**config.mk**
```make
export PLATFORM = sky130hd
export DESIGN_NAME = nios2_mul_pipe
export DESIGN_NICKNAME = d
export VERILOG_FILES = /design/src/rtl/nios2_mul_pipe.sv
export SDC_FILE = /design/constraint.sdc
export NUM_CORES = 2
export LEC_CHECK = 0
export ABC_AREA = 1
export CAP_MARGIN = 40
export CORE_MARGIN = 8
export CORE_UTILIZATION = 60
export CTS_CLUSTER_SIZE = 8
export DETAILED_ROUTE_END_ITERATION = 12
export PLACE_DENSITY = 0.84
export SLEW_MARGIN = 40
export SYNTH_ARGS = -nofsm -noshare
export SYNTH_HDL_FRONTEND = slang
export SYNTH_SLANG_ARGS = --single-unit
```
**constraint.sdc**
```tcl
create_clock -name clk -period 7.25 [get_ports clk]
set_input_delay 1.0875 -clock clk [delete_from_list [all_inputs] [get_ports clk]]
set_output_delay 1.0875 -clock clk [all_outputs]
set_load 0.03 [all_outputs]
```
**src/rtl/nios2_mul_pipe.sv**
```systemverilog
// Pipelined WIDTH x WIDTH integer multiplier covering mul/mulxss/mulxsu/mulxuu.
// Stage 1 registers four half-width partial products; the optional stage 2 registers the selected half.
module nios2_mul_pipe #(
   parameter int WIDTH = 32,
   parameter int PIPE  = 2,
   parameter int TAG_W = 5
) (
   input  logic             clk,
   input  logic             reset_n,
   input  logic             flush,
   input  logic             in_valid,
   output logic             in_ready,
   input  logic [1:0]       in_mode,
   input  logic [WIDTH-1:0] in_src1,
   input  logic [WIDTH-1:0] in_src2,
   input  logic [TAG_W-1:0] in_tag,
   output logic             out_valid,
   input  logic             out_ready,
   output logic [WIDTH-1:0] out_result,
   output logic [TAG_W-1:0] out_tag,
   output logic             out_busy
);
   localparam int HALF = WIDTH / 2;
   localparam int PW   = 2 * WIDTH;

   localparam logic [1:0] MODE_MUL = 2'b00;
   localparam logic [1:0] MODE_XSS = 2'b01;
   localparam logic [1:0] MODE_XSU = 2'b10;

   // HALF x HALF product with optional per-operand sign; the true product always fits in WIDTH bits.
   function automatic logic [WIDTH-1:0] half_mul(input logic [HALF-1:0] a, input logic a_s,
                                                 input logic [HALF-1:0] b, input logic b_s);
      logic signed [WIDTH+1:0] ax;
      logic signed [WIDTH+1:0] bx;
      logic signed [WIDTH+1:0] pr;
      ax = signed'({{(HALF+2){a_s & a[HALF-1]}}, a});
      bx = signed'({{(HALF+2){b_s & b[HALF-1]}}, b});
      pr = ax * bx;
      return pr[WIDTH-1:0];
   endfunction

   function automatic logic [PW-1:0] ext(input logic [WIDTH-1:0] p, input logic s);
      return {{WIDTH{s & p[WIDTH-1]}}, p};
   endfunction

   function automatic logic [WIDTH-1:0] sel_result(input logic [WIDTH-1:0] p1, input logic [WIDTH-1:0] p2,
                                                   input logic [WIDTH-1:0] p3, input logic [WIDTH-1:0] p4,
                                                   input logic [1:0] mode);
      logic          a_s;
      logic          b_s;
      logic [PW-1:0] sum;
      a_s = (mode == MODE_XSS) || (mode == MODE_XSU);
      b_s = (mode == MODE_XSS);
      sum = (ext(p4, a_s | b_s) << WIDTH) + ((ext(p2, b_s) + ext(p3, a_s)) << HALF) + ext(p1, 1'b0);
      return (mode == MODE_MUL) ? sum[WIDTH-1:0] : sum[PW-1:WIDTH];
   endfunction

   logic             a_sgn;
   logic             b_sgn;
   logic             ld1;
   logic             accept;
   logic [WIDTH-1:0] p1_d, p2_d, p3_d, p4_d;
   logic [WIDTH-1:0] p1_q, p2_q, p3_q, p4_q;
   logic [1:0]       mode1_q;
   logic [TAG_W-1:0] tag1_q;
   logic             v1_q;
   logic [WIDTH-1:0] res1;

   assign a_sgn  = (in_mode == MODE_XSS) || (in_mode == MODE_XSU);
   assign b_sgn  = (in_mode == MODE_XSS);
   assign p1_d   = half_mul(in_src1[HALF-1:0], 1'b0, in_src2[HALF-1:0], 1'b0);
   assign p2_d   = half_mul(in_src1[HALF-1:0], 1'b0, in_src2[WIDTH-1:HALF], b_sgn);
   assign p3_d   = half_mul(in_src1[WIDTH-1:HALF], a_sgn, in_src2[HALF-1:0], 1'b0);
   assign p4_d   = half_mul(in_src1[WIDTH-1:HALF], a_sgn, in_src2[WIDTH-1:HALF], b_sgn);
   assign in_ready = ~flush & ld1;
   assign accept   = in_valid & in_ready;
   assign res1     = sel_result(p1_q, p2_q, p3_q, p4_q, mode1_q);

   // Stage 1: partial products, mode, tag
   always_ff @(posedge clk or negedge reset_n) begin
      if (!reset_n) begin
         v1_q    <= 1'b0;
         p1_q    <= '0;
         p2_q    <= '0;
         p3_q    <= '0;
         p4_q    <= '0;
         mode1_q <= '0;
         tag1_q  <= '0;
      end else begin
         if (flush) v1_q <= 1'b0;
         else if (ld1) v1_q <= in_valid;
         if (accept) begin
            p1_q    <= p1_d;
            p2_q    <= p2_d;
            p3_q    <= p3_d;
            p4_q    <= p4_d;
            mode1_q <= in_mode;
            tag1_q  <= in_tag;
         end
      end
   end

   if (PIPE == 2) begin : g_pipe2
      logic             ld2;
      logic             v2_q;
      logic [WIDTH-1:0] res2_q;
      logic [TAG_W-1:0] tag2_q;

      assign ld2 = ~v2_q | out_ready;
      assign ld1 = ~v1_q | ld2;

      // Stage 2: selected result half and tag
      always_ff @(posedge clk or negedge reset_n) begin
         if (!reset_n) begin
            v2_q   <= 1'b0;
            res2_q <= '0;
            tag2_q <= '0;
         end else begin
            if (flush) v2_q <= 1'b0;
            else if (ld2) v2_q <= v1_q;
            if (ld2 && v1_q) begin
               res2_q <= res1;
               tag2_q <= tag1_q;
            end
         end
      end

      assign out_valid  = v2_q;
      assign out_result = res2_q;
      assign out_tag    = tag2_q;
      assign out_busy   = v1_q | v2_q;
   end else begin : g_pipe1
      assign ld1        = ~v1_q | out_ready;
      assign out_valid  = v1_q;
      assign out_result = res1;
      assign out_tag    = tag1_q;
      assign out_busy   = v1_q;
   end

endmodule

```
==> qor.yml <==
tritoncts: "built"
seq_area_frac_synth_pct: 8.43
startpoint_type: "input port"
synth_edf_count: 0
hold_class: "flop to flop"
fmax_ghz: 0.145
layout_commonest_cell: "nand2_1"
path_clk_slew_ns: 0.09
cts_max_level: 4
critPathCaptureType: "flop"
ant_nets: 0
antenna_found_initial: 2
drive_gt1_share_pct: 5.32
finalCritPeriodShare_pct: 95.2
cts_buffers: 17
hpwl_um: 128000
vias: 45100
dieArea_um2: 95700
setup_tns_ns: 0
critPathKind: "input port to flop"
drc_errors: 0
die_y_um: 309
row_count: 107
portBuffers: 115
drv_cap: 0
yosysWarnings: 0
routedWlPerCell_um: 19.2
rsz0062_at_grt: "false"
synthCells: 6914
dp.cells: 8145
num-nets-final: 8518
grt.total_usage_pct: 33.3
clk_latency_ns: 0.50
worstPathArrival_ns: 7.30
die_width_um: 309
slew_violations: 0
viasPerCell: 5.52
worst-path-max-fanout: 14
num_io_pins: 116
grt-ovfl-total: 0
synth_nets: 8412
setup_viol: 0
clock_sinks: 174
async_reset_ff_share_pct: 100
firstDrtPassIters: 6
syn_avg_cell_area_um2: 7.47
synth_area_um2: 51600
timing.slew.headroom_pct: 49.7
grt_pass1_vias: 47500
drt_wl_total_um: 157000
initial_core_util_pct: 60.6
skew_ns: 0.0178
grt_start_max_net_pins: 136
hold_violations: 0
drt_first_iter_violations: 4370
cts_resized: 0
post-cts-setup-buffers: 0
area_delta_synth_final_pct: 9.32
ys_ff_latch: 174
layout_common_cells: "nand2_1, inv_1, fa_1, ha_1, nor2_1"
grt_pass1_wl_um: 250000
cts.path.max_buffers: 2
cts-root-buf: "clkbuf_16"
fin_util_pct: 66.2
worstMarginPinSlew_ns: 0.753
fillers: 7012
gp_congestion: 1.00
status: "complete, no violations"
synth.distinct_cells: 55
required_ns: 7.64
layout.cells.non_filler: 8178
postCtsHoldBufs: 0
core_area_um2: 85300
synth_flop_cell: "dfrtp_1"
final.min_clock_period_ns: 6.90
==> state kept, by name (all words and copies together), names as in the netlist <==
signal and flops:
out_result 32, p1_q 32, p2_q 32, p3_q 32
p4_q 32, out_tag 5, tag1_q 5, mode1_q 2
out_valid 1, v1_q 1
==> layer usage <==
layer  share of wire, %  track usage [%]  vias up
met5             0.0064                0        -
met4                5.8             16.3        2
met3                 10             7.46      529
met2                 45             53.4     2373
met1                 39             42.7    21800
li1                   -                -    20400
==> critical path, stage by stage <==
cell             delay [ns]
clkdlybuf4s50_1        0.48
inv_1                  0.05
ha_1                   0.31
buf_12                 0.17
nor2_1                 0.09
buf_4                  0.15
fa_1                   0.59
inv_1                  0.14
fa_1                   0.66
buf_4                  0.19
fa_1                   0.46
fa_1                   0.52
fa_1                   0.50
inv_1                  0.05
fa_1                   0.43
ha_1                   0.36
nand2_1                0.13
nor4_1                 0.39
nand3_1                0.15
nand3_1                0.10
nor2_1                 0.04
o31ai_1                0.24
==> worst paths after layout <==
path | from | endpoint | slack [ns] | cells after the start
max | in_mode[1] | p4_q[29] | 0.35 | 22
min | tag1_q[4] | tag1_q[4] | 0.48 | 2
max reg2reg | p2_q[0] | out_result[13] | 2.24 | 23
min reg2reg | tag1_q[4] | tag1_q[4] | 0.48 | 2
max in group asynchronous | reset_n | out_result[0] | 5.58 | 2
min in group asynchronous | reset_n | p1_q[2] | 0.54 | 1
==> Yosys cell counts, drive strengths merged, types with 11 or more instances <==
cell	instances	area, um2
xnor2	52	455
fa	954	19100
o21ai	211	1100
a21oi	244	1240
a31oi	23	144
or2	56	350
o21bai	25	191
nor2	293	1120
nand3	183	926
buf	22	98.8
o211ai	11	92.6
nand2	1852	6960
ha	468	5860
inv	1853	6960
nand4	41	263
nor3	38	200
dfrtp	174	4350
clkbuf	258	968
a21o	28	210
xor2	68	596
==> stage by stage <==
step | cell area [um2] | worst slack (ns) | hold WS [ns]
3_3_place_gp | 55800 | -0.0595 | 0.454
6_report | 56500 | 0.346 | 0.479
4_1_cts | 56500 | 0.331 | 0.480
5_1_grt | 56500 | 0.0119 | 0.498
3_5_place_dp | 55800 | -0.173 | 0.459
2_1_floorplan | 51600 | 0.451 | 0.442
==> cell type report <==
type	instances	area, um2	share of cell area, %
multi-input cells	4606	39300	69.6
inverters	1854	6960	12.3
flip-flops and latches	174	4350	7.71
repair buffers	367	3810	6.75
well taps	1144	1430	2.54
clock buffers	17	425	0.753
clock inverters	15	203	0.359
diodes	1	2.50	0.00443
==> cells by family after synthesis <==
logic type	after synthesis	synth area share [%]
XOR/XNOR	120	2.04
adder cells (fa/ha/maj)	1422	48.3
AO/OA/AOI/OAI	581	6.36
buffers and inverters	2134	15.5
AND/OR/NAND/NOR	2483	19.3
flip-flops	174	8.43
Power is not shown: default switching activity piles up to over one toggle a cycle in this logic, so the estimate is an artifact.
